===== src/rtl/execute_stage.sv =====
// rtl/execute_stage.sv - ARM pipeline execute stage: operand select, ALU, condition check, EX/MEM register
//
// Purpose:
//   Execute (E) stage of the 5-stage ARM datapath. It selects forwarded or
//   register operands, runs the 32-bit ALU and produces NZCV. It also
//   evaluates the condition field against the incoming flags. The stage then
//   loads the condition-gated controls and data into the EX/MEM register.
//
// Ports:
//   Clk, reset                  rising-edge clock, async active-low reset
//   dataRegAIn/BIn/CIn          Rn, Rm and store-data register values
//   extIn                       extended immediate
//   ResultW                     writeback result (forwarding source)
//   ADataMem                    reserved, ignored in this revision
//   WA3E                        destination register
//   ALUControlE                 ALU operation select
//   flagsE                      current flags {N,Z,C,V}
//   CondE                       ARM condition field
//   RegWriteE, BranchE, PCSrcE,
//   MemToRegE, MemWriteDin      decoded controls
//   ALUSrcE, PlusOneIn          SrcB select (immediate / constant one)
//   FlagWriteEin                instruction updates flags
//   ForwardAE, ForwardBE        take ResultW instead of register value
//   ALUResultE, flagsEout,
//   BranchTakenE                combinational E-stage results
//   WA3Mout, AToMemout,
//   WDToMemout, PCSrcMout,
//   RegWriteMout, MemToRegMout,
//   MemWriteEout                registered EX/MEM outputs

module execute_stage (
    input  logic        Clk,
    input  logic        reset,
    input  logic [31:0] dataRegAIn,
    input  logic [31:0] dataRegBIn,
    input  logic [31:0] dataRegCIn,
    input  logic [31:0] extIn,
    input  logic [31:0] ResultW,
    input  logic [31:0] ADataMem,
    input  logic [3:0]  WA3E,
    input  logic [3:0]  ALUControlE,
    input  logic [3:0]  flagsE,
    input  logic [3:0]  CondE,
    input  logic        RegWriteE,
    input  logic        BranchE,
    input  logic        PCSrcE,
    input  logic        MemToRegE,
    input  logic        MemWriteDin,
    input  logic        ALUSrcE,
    input  logic        PlusOneIn,
    input  logic        FlagWriteEin,
    input  logic        ForwardAE,
    input  logic        ForwardBE,
    output logic [31:0] ALUResultE,
    output logic [3:0]  flagsEout,
    output logic        BranchTakenE,
    output logic [3:0]  WA3Mout,
    output logic [31:0] AToMemout,
    output logic [31:0] WDToMemout,
    output logic        PCSrcMout,
    output logic        RegWriteMout,
    output logic        MemToRegMout,
    output logic        MemWriteEout
);

    localparam logic [3:0] ALU_ADD = 4'b0000;
    localparam logic [3:0] ALU_SUB = 4'b0001;
    localparam logic [3:0] ALU_AND = 4'b0010;
    localparam logic [3:0] ALU_ORR = 4'b0011;
    localparam logic [3:0] ALU_EOR = 4'b0100;
    localparam logic [3:0] ALU_MOV = 4'b0101;
    localparam logic [3:0] ALU_MVN = 4'b0110;
    localparam logic [3:0] ALU_BIC = 4'b0111;
    localparam logic [3:0] ALU_RSB = 4'b1000;
    localparam logic [3:0] ALU_CMP = 4'b1001;

    // Memory-address path from the memory stage is not used yet.
    logic unused_adatamem;
    assign unused_adatamem = ^ADataMem;

    // ------------------------------------------------------------------
    // Operand selection
    // ------------------------------------------------------------------
    logic [31:0] src_a;
    logic [31:0] b_fwd;
    logic [31:0] src_b;

    assign src_a = ForwardAE ? ResultW : dataRegAIn;
    assign b_fwd = ForwardBE ? ResultW : dataRegBIn;
    // The constant-one path wins over the immediate path.
    assign src_b = PlusOneIn ? 32'd1 : (ALUSrcE ? extIn : b_fwd);

    // ------------------------------------------------------------------
    // Shared adder: every arithmetic op is x + y + cin, with subtraction
    // done as x + ~y + 1 so the carry-out reads as "no borrow".
    // ------------------------------------------------------------------
    logic [31:0] add_x;
    logic [31:0] add_y;
    logic        add_cin;
    logic [32:0] add_sum;
    logic        is_arith;
    logic        is_valid;

    always_comb begin
        add_x    = src_a;
        add_y    = src_b;
        add_cin  = 1'b0;
        is_arith = 1'b0;
        case (ALUControlE)
            ALU_ADD: begin
                is_arith = 1'b1;
            end
            ALU_SUB, ALU_CMP: begin
                add_y    = ~src_b;
                add_cin  = 1'b1;
                is_arith = 1'b1;
            end
            ALU_RSB: begin
                add_x    = src_b;
                add_y    = ~src_a;
                add_cin  = 1'b1;
                is_arith = 1'b1;
            end
            default: begin
                is_arith = 1'b0;
            end
        endcase
    end

    assign add_sum = {1'b0, add_x} + {1'b0, add_y} + {32'd0, add_cin};

    // ------------------------------------------------------------------
    // Result mux
    // ------------------------------------------------------------------
    always_comb begin
        ALUResultE = 32'd0;
        is_valid   = 1'b1;
        case (ALUControlE)
            ALU_ADD, ALU_SUB, ALU_RSB, ALU_CMP: ALUResultE = add_sum[31:0];
            ALU_AND: ALUResultE = src_a & src_b;
            ALU_ORR: ALUResultE = src_a | src_b;
            ALU_EOR: ALUResultE = src_a ^ src_b;
            ALU_MOV: ALUResultE = src_b;
            ALU_MVN: ALUResultE = ~src_b;
            ALU_BIC: ALUResultE = src_a & ~src_b;
            default: begin
                ALUResultE = 32'd0;
                is_valid   = 1'b0;
            end
        endcase
    end

    // ------------------------------------------------------------------
    // ALU flags. Overflow: both adder inputs share a sign and the sum's
    // sign differs. Logic/move ops keep the incoming C and V; undefined
    // codes leave all four flags untouched.
    // ------------------------------------------------------------------
    logic [3:0] alu_flags;
    logic       alu_n;
    logic       alu_z;
    logic       alu_c;
    logic       alu_v;

    assign alu_n = ALUResultE[31];
    assign alu_z = (ALUResultE == 32'd0);
    assign alu_c = is_arith ? add_sum[32] : flagsE[1];
    assign alu_v = is_arith ? ((add_x[31] == add_y[31]) && (add_sum[31] != add_x[31]))
                            : flagsE[0];
    assign alu_flags = is_valid ? {alu_n, alu_z, alu_c, alu_v} : flagsE;

    // ------------------------------------------------------------------
    // Condition evaluation against the current flags
    // ------------------------------------------------------------------
    logic flag_n;
    logic flag_z;
    logic flag_c;
    logic flag_v;
    logic cond_ex;

    assign {flag_n, flag_z, flag_c, flag_v} = flagsE;

    always_comb begin
        cond_ex = 1'b1;
        case (CondE)
            4'h0: cond_ex = flag_z;
            4'h1: cond_ex = ~flag_z;
            4'h2: cond_ex = flag_c;
            4'h3: cond_ex = ~flag_c;
            4'h4: cond_ex = flag_n;
            4'h5: cond_ex = ~flag_n;
            4'h6: cond_ex = flag_v;
            4'h7: cond_ex = ~flag_v;
            4'h8: cond_ex = flag_c & ~flag_z;
            4'h9: cond_ex = ~flag_c | flag_z;
            4'hA: cond_ex = (flag_n == flag_v);
            4'hB: cond_ex = (flag_n != flag_v);
            4'hC: cond_ex = ~flag_z & (flag_n == flag_v);
            4'hD: cond_ex = flag_z | (flag_n != flag_v);
            default: cond_ex = 1'b1;
        endcase
    end

    assign flagsEout    = (FlagWriteEin & cond_ex) ? alu_flags : flagsE;
    assign BranchTakenE = BranchE & cond_ex;

    // ------------------------------------------------------------------
    // EX/MEM register. Loads every cycle. Side-effecting controls are
    // squashed here when the condition fails.
    // ------------------------------------------------------------------
    always_ff @(posedge Clk or negedge reset) begin
        if (!reset) begin
            WA3Mout      <= 4'd0;
            AToMemout    <= 32'd0;
            WDToMemout   <= 32'd0;
            PCSrcMout    <= 1'b0;
            RegWriteMout <= 1'b0;
            MemToRegMout <= 1'b0;
            MemWriteEout <= 1'b0;
        end else begin
            WA3Mout      <= WA3E;
            AToMemout    <= ALUResultE;
            WDToMemout   <= dataRegCIn;
            PCSrcMout    <= PCSrcE & cond_ex;
            RegWriteMout <= RegWriteE & cond_ex;
            MemToRegMout <= MemToRegE;
            MemWriteEout <= MemWriteDin & cond_ex;
        end
    end

endmodule


===== config.mk =====
export PLATFORM = sky130hd
export DESIGN_NAME = execute_stage
export DESIGN_NICKNAME = d
export VERILOG_FILES = /design/src/rtl/execute_stage.sv
export SDC_FILE = /design/constraint.sdc
export NUM_CORES = 1
export LEC_CHECK = 0
export CAP_MARGIN = 20
export CELL_PAD_IN_SITES_DETAIL_PLACEMENT = 2
export CELL_PAD_IN_SITES_GLOBAL_PLACEMENT = 2
export CORE_AREA = 2 2 182 184
export DETAILED_ROUTE_END_ITERATION = 10
export DIE_AREA = 0 0 184 186
export PLACE_DENSITY_LB_ADDON = 0.05
export SLEW_MARGIN = 20
export SYNTH_ARGS = -nofsm -noshare
export SYNTH_HDL_FRONTEND = slang
export SYNTH_SLANG_ARGS = --single-unit

===== constraint.sdc =====
create_clock -name Clk -period 13.1 [get_ports Clk]
set_clock_uncertainty 0.2 [all_clocks]
set_input_delay 2.62 -clock Clk [delete_from_list [all_inputs] [get_ports Clk]]
set_output_delay 2.62 -clock Clk [all_outputs]
set_load 0.02 [all_outputs]

==> metrics.md <==
| Metric | Value |
|---|---|
| Final WS setup | between 0.8 and 0.9 ns |
| Area of the multi-input gates | ~6300 um2 |
| Maximum operating frequency | about 0.081 GHz |
| Share of Yosys cell area claimed by the top area cell type | 0.2094 |
| Wire length of the first global-routing pass | around 64000 um |
| CP startpoint kind | input port |
| Wire length per cell | 23.90 um |
| Starting density of the core | 0.2672 |
| Power spent charging and discharging nets | about 0.5 mW |
| Sw Ratio | 0.4271 |
| Die ar. | around 34000 um2 |
| Share of synthesized registers carrying an async set or reset | 1.000 |
| Maximum clock insertion buffer count | 2 |
| Number of clock sinks | 72 |
| Dpl hpwl | 31770 um |
| Post-synthesis cell type count | just over 80 |
| Outcome | finished clean |
| Critical Path, Cell by Cell | clkdlybuf4s50_1 -> inv_2 -> a31oi_1 -> buf_4 -> nand2_1 -> o21ai_0 -> o21ai_0 -> fa_1 -> inv_1 -> fa_1 -> nor2b_1 -> o31a_1 -> a2111oi_0 -> o31ai_1 -> a21boi_0 -> mux2i_1 -> nand3b_1 -> nor4_1 -> nand4b_1 -> o31ai_2 -> clkdlybuf4s50_1 |
| Clk slew on worst S/H paths | approximately 0.07 ns |
| Antenna violations before repair | 1 |
| Detail Route Antenna Nets | 0 |
| Total wirelength of the detailed-routed design | 42400 um |
| Slew @ Worst Pin | roughly 0.9 ns |
| Cells taking the most area after synthesis | sky130_fd_sc_hd__dfrtp_1 (21%), sky130_fd_sc_hd__mux2i_1 (12%), sky130_fd_sc_hd__ha_1 (9.2%) |
| Leakage | 5.020 nW |
| Final weighted congestion of routability-driven global placement | ~0.86 |
| Largest net degree at the start of global routing | ~60 |
| Final-report hold violation count | 0 |
| Yosys warning total | 0 |
| Number of global-route vias before repair | around 11000 |
| Share of power burned in the clock network | 0.230 |
| Core area | about 32000 um2 |
| Final setup violation count | 0 |
| Finished Core Util | 0.3827 |
| CTS resizes | 0 |
| Leftover overflow at the end of global routing | 0 |
| Maximum level of the CTS H-tree | 3 |
| Maximum VDD drop | 66.42 uV |
| Combinational power share | 0.552 |
| Max Transition Viols Final | 0 |
| Instance area at placement | 12010 um2 |
| Arrival @ worst endpoint | roughly 9.5 ns |
| Post-CTS Hold Fix Bufs | 0 |
| Number of maximum-capacitance constraint violations | 0 |
| Io pins | approximately 330 |
| Y dimension of the die | 186 um |
| Number of buffers added on ports | around 300 |
| Kind of path behind the tightest hold check | in -> async |
| DRC violation total after the first TritonRoute iteration | roughly 500 |
| Number of buffers added by the clock tree synthesis step | 9 |
| Sequential cell area fraction in the yosys report | 0.2094 |
| Period Utilization, post-route | 0.9382 |
| Global routing usage summed across all routing layers | 0.2488 |
| Final TNS setup | 0 ns |
| Final Critical Period | between 10 and 15 ns |
| Number of flops mapped to enable cells by yosys | 0 |
| Root buffer cell | sky130_fd_sc_hd__clkbuf_16 |
| WS Path Type | in -> out |
| Library cell with the largest summed area after synthesis | sky130_fd_sc_hd__dfrtp_1 |
| Cell with the biggest individual delay on the critical path | sky130_fd_sc_hd__clkdlybuf4s50_1 |
| Endpoint class of the critical path | output port |
| Power density relative to cell area | ~95 nW/um2 |
| Standard-cell row count | 66 |
| Post-synthesis cell area | about 8600 um2 |
| Layout-stage area growth over the synthesis result | 43.23% |
| Sequential Power Share | 0.218 |
| Mean cell area of the mapped netlist | a little under 8 um2 |
| Place WS | approximately 0.9 ns |
| Endpoint required time on the critical path | between 10 and 15 ns |
| Share of cells above drive strength 1 | 0.07174 |
| Number of optimization iterations in the first detailed-route pass | 5 |
| Headroom to the max-slew limit | 0.3790 |
| Post-Layout Inst Area | 12320 um2 |
| Post-CTS Setup Repair Bufs | 0 |
| Remaining DRCs | 0 |
| Via density per instance | about 5.6 |
| Highest cell delay on the worst timing path | 0.82 ns |
| Number of synthesized register bits | 72 |
| Count of antenna diodes in the layout | 0 |
| Vias | slightly below 10000 |
| TritonCTS clock tree | done |
| X dimension of the die | 184 um |
| Final total power | 1.172 mW |
| Fill cell total of the finished layout | between 3000 and 4000 |
| Number of instances in the synthesized netlist | 1099 |
| RSZ-0062 raised after global routing | no |
| CP max FO | 17 |
| Sequential Area | 1802 um2 |
| Synthesized Nets | 1384 |
| Final net count | 1646 |
| Cell Int Power | roughly 0.67 mW |
| Predominant post-synthesis flop cell | sky130_fd_sc_hd__dfrtp_1 |
## worst paths after layout
check	startpoint	endpoint
min in group Clk	dataRegCIn[25]	WDToMemout[25]$_DFF_PN0_
max	ALUSrcE	flagsEout[2]
max in group asynchronous	reset	AToMemout[16]$_DFF_PN0_
min	reset	WDToMemout[30]$_DFF_PN0_
## cells in the final DEF (no fill, tap or decap), types with 6 or more instances in the layout
cell and instances:
sky130_fd_sc_hd__mux2i_1 106, sky130_fd_sc_hd__nand4_1 11, sky130_fd_sc_hd__a211oi_2 8, sky130_fd_sc_hd__mux2_2 10, sky130_fd_sc_hd__o22ai_1 7, sky130_fd_sc_hd__nor4_1 6
sky130_fd_sc_hd__a22oi_1 31, sky130_fd_sc_hd__dfrtp_1 72, sky130_fd_sc_hd__ha_1 63, sky130_fd_sc_hd__clkdlybuf4s50_1 293, sky130_fd_sc_hd__a2111oi_0 9, sky130_fd_sc_hd__nand3_1 12
sky130_fd_sc_hd__or3_1 10, sky130_fd_sc_hd__o21ai_0 84, sky130_fd_sc_hd__xnor2_1 11, sky130_fd_sc_hd__nor2b_1 25, sky130_fd_sc_hd__o21bai_1 6, sky130_fd_sc_hd__o21a_1 8
sky130_fd_sc_hd__buf_4 31, sky130_fd_sc_hd__nand2b_1 12, sky130_fd_sc_hd__nand2_1 75, sky130_fd_sc_hd__xor2_1 6, sky130_fd_sc_hd__clkbuf_16 9, sky130_fd_sc_hd__nor3b_1 6
sky130_fd_sc_hd__nor2_1 113, sky130_fd_sc_hd__nor3_1 13, sky130_fd_sc_hd__o211ai_1 13, sky130_fd_sc_hd__a21oi_1 113, sky130_fd_sc_hd__a21o_1 10, sky130_fd_sc_hd__inv_1 48
sky130_fd_sc_hd__a211oi_1 25
## routing by layer
metal  up-vias  share of wire  wire, um  global-route usage
met5         -              0         0                   0
met1      4915           0.45     19020              0.3109
met4         0          0.032      1371              0.1037
li1       4606              -         -                   -
met3        51          0.050      2130             0.03776
met2       308           0.47     19870              0.4267
## cells in the mapped netlist (9+ instances only)
library cell and instances:
sky130_fd_sc_hd__a21oi_1 113, sky130_fd_sc_hd__nand2b_1 12, sky130_fd_sc_hd__nor3_1 15, sky130_fd_sc_hd__o21ai_0 84
sky130_fd_sc_hd__clkbuf_1 55, sky130_fd_sc_hd__dfrtp_1 72, sky130_fd_sc_hd__a2111oi_0 9, sky130_fd_sc_hd__or3_1 11
sky130_fd_sc_hd__mux2i_1 106, sky130_fd_sc_hd__nand3_1 12, sky130_fd_sc_hd__mux2_2 10, sky130_fd_sc_hd__nand2_1 75
sky130_fd_sc_hd__o211ai_1 13, sky130_fd_sc_hd__a211oi_1 25, sky130_fd_sc_hd__nor2b_1 25, sky130_fd_sc_hd__xnor2_1 11
sky130_fd_sc_hd__buf_2 11, sky130_fd_sc_hd__a21o_1 10, sky130_fd_sc_hd__ha_1 63, sky130_fd_sc_hd__nand4_1 11
sky130_fd_sc_hd__inv_1 48, sky130_fd_sc_hd__nor2_1 115, sky130_fd_sc_hd__a22oi_1 31
## registers in the layout (all words and copies together) (netlist names)
signal        cells
AToMemout        32
MemToRegMout      1
MemWriteEout      1
PCSrcMout         1
RegWriteMout      1
WA3Mout           4
WDToMemout       32
## kinds of logic (layout without fill, tap and decap cells)
group / after synthesis / in the layout / share of synthesized area
compound gates: 381 / 381 / 0.2953
xor+xnor: 17 / 17 / 0.01730
fa+ha+maj: 65 / 65 / 0.09626
buf+inv: 128 / 395 / 0.06136
flops: 72 / 72 / 0.2094
mux: 120 / 120 / 0.1434
simple gates: 316 / 316 / 0.1770
## worst max-delay path, delay by kind of cell
kind	cells	cell delay, ns
AND/OR/NAND/NOR	5	0.93
multiplexers	1	0.30
AO/OA/AOI/OAI	8	2.76
adder cells (fa/ha/maj)	2	0.73
buffers and inverters	5	2.13
## cell type report
cell class | count | area share
tap | 408 | 0.04142
multi-input combinational | 899 | 0.5119
sequential | 72 | 0.1462
inverter | 51 | 0.01553
clock buffer | 9 | 0.01827
timing repair buffer | 328 | 0.2602
clock inverter | 7 | 0.006497
## per-stage QoR
step | cells | hold slack (ns)
2_1_floorplan | 1099 | 2.124
4_1_cts | 1773 | 1.937
3_5_place_dp | 1757 | 2.358
5_1_grt | 1774 | 1.951
6_report | 1774 | 1.941
3_3_place_gp | 1757 | 2.354
## power by group through the flow
| stage | Clock, mW | Combinational (mW) | Sequential (mW) |
|---|---|---|---|
| 2_1_floorplan | 0 | 0.326 | 0.293 |
| 3_3_place_gp | 0 | 0.635 | 0.258 |
| 3_5_place_dp | 0 | 0.645 | 0.260 |
| 4_1_cts | 0.284 | 0.650 | 0.255 |
| 5_1_grt | 0.288 | 0.704 | 0.257 |
| 6_report | 0.270 | 0.647 | 0.255 |
Note: power is estimated with default switching activity, not from simulation.
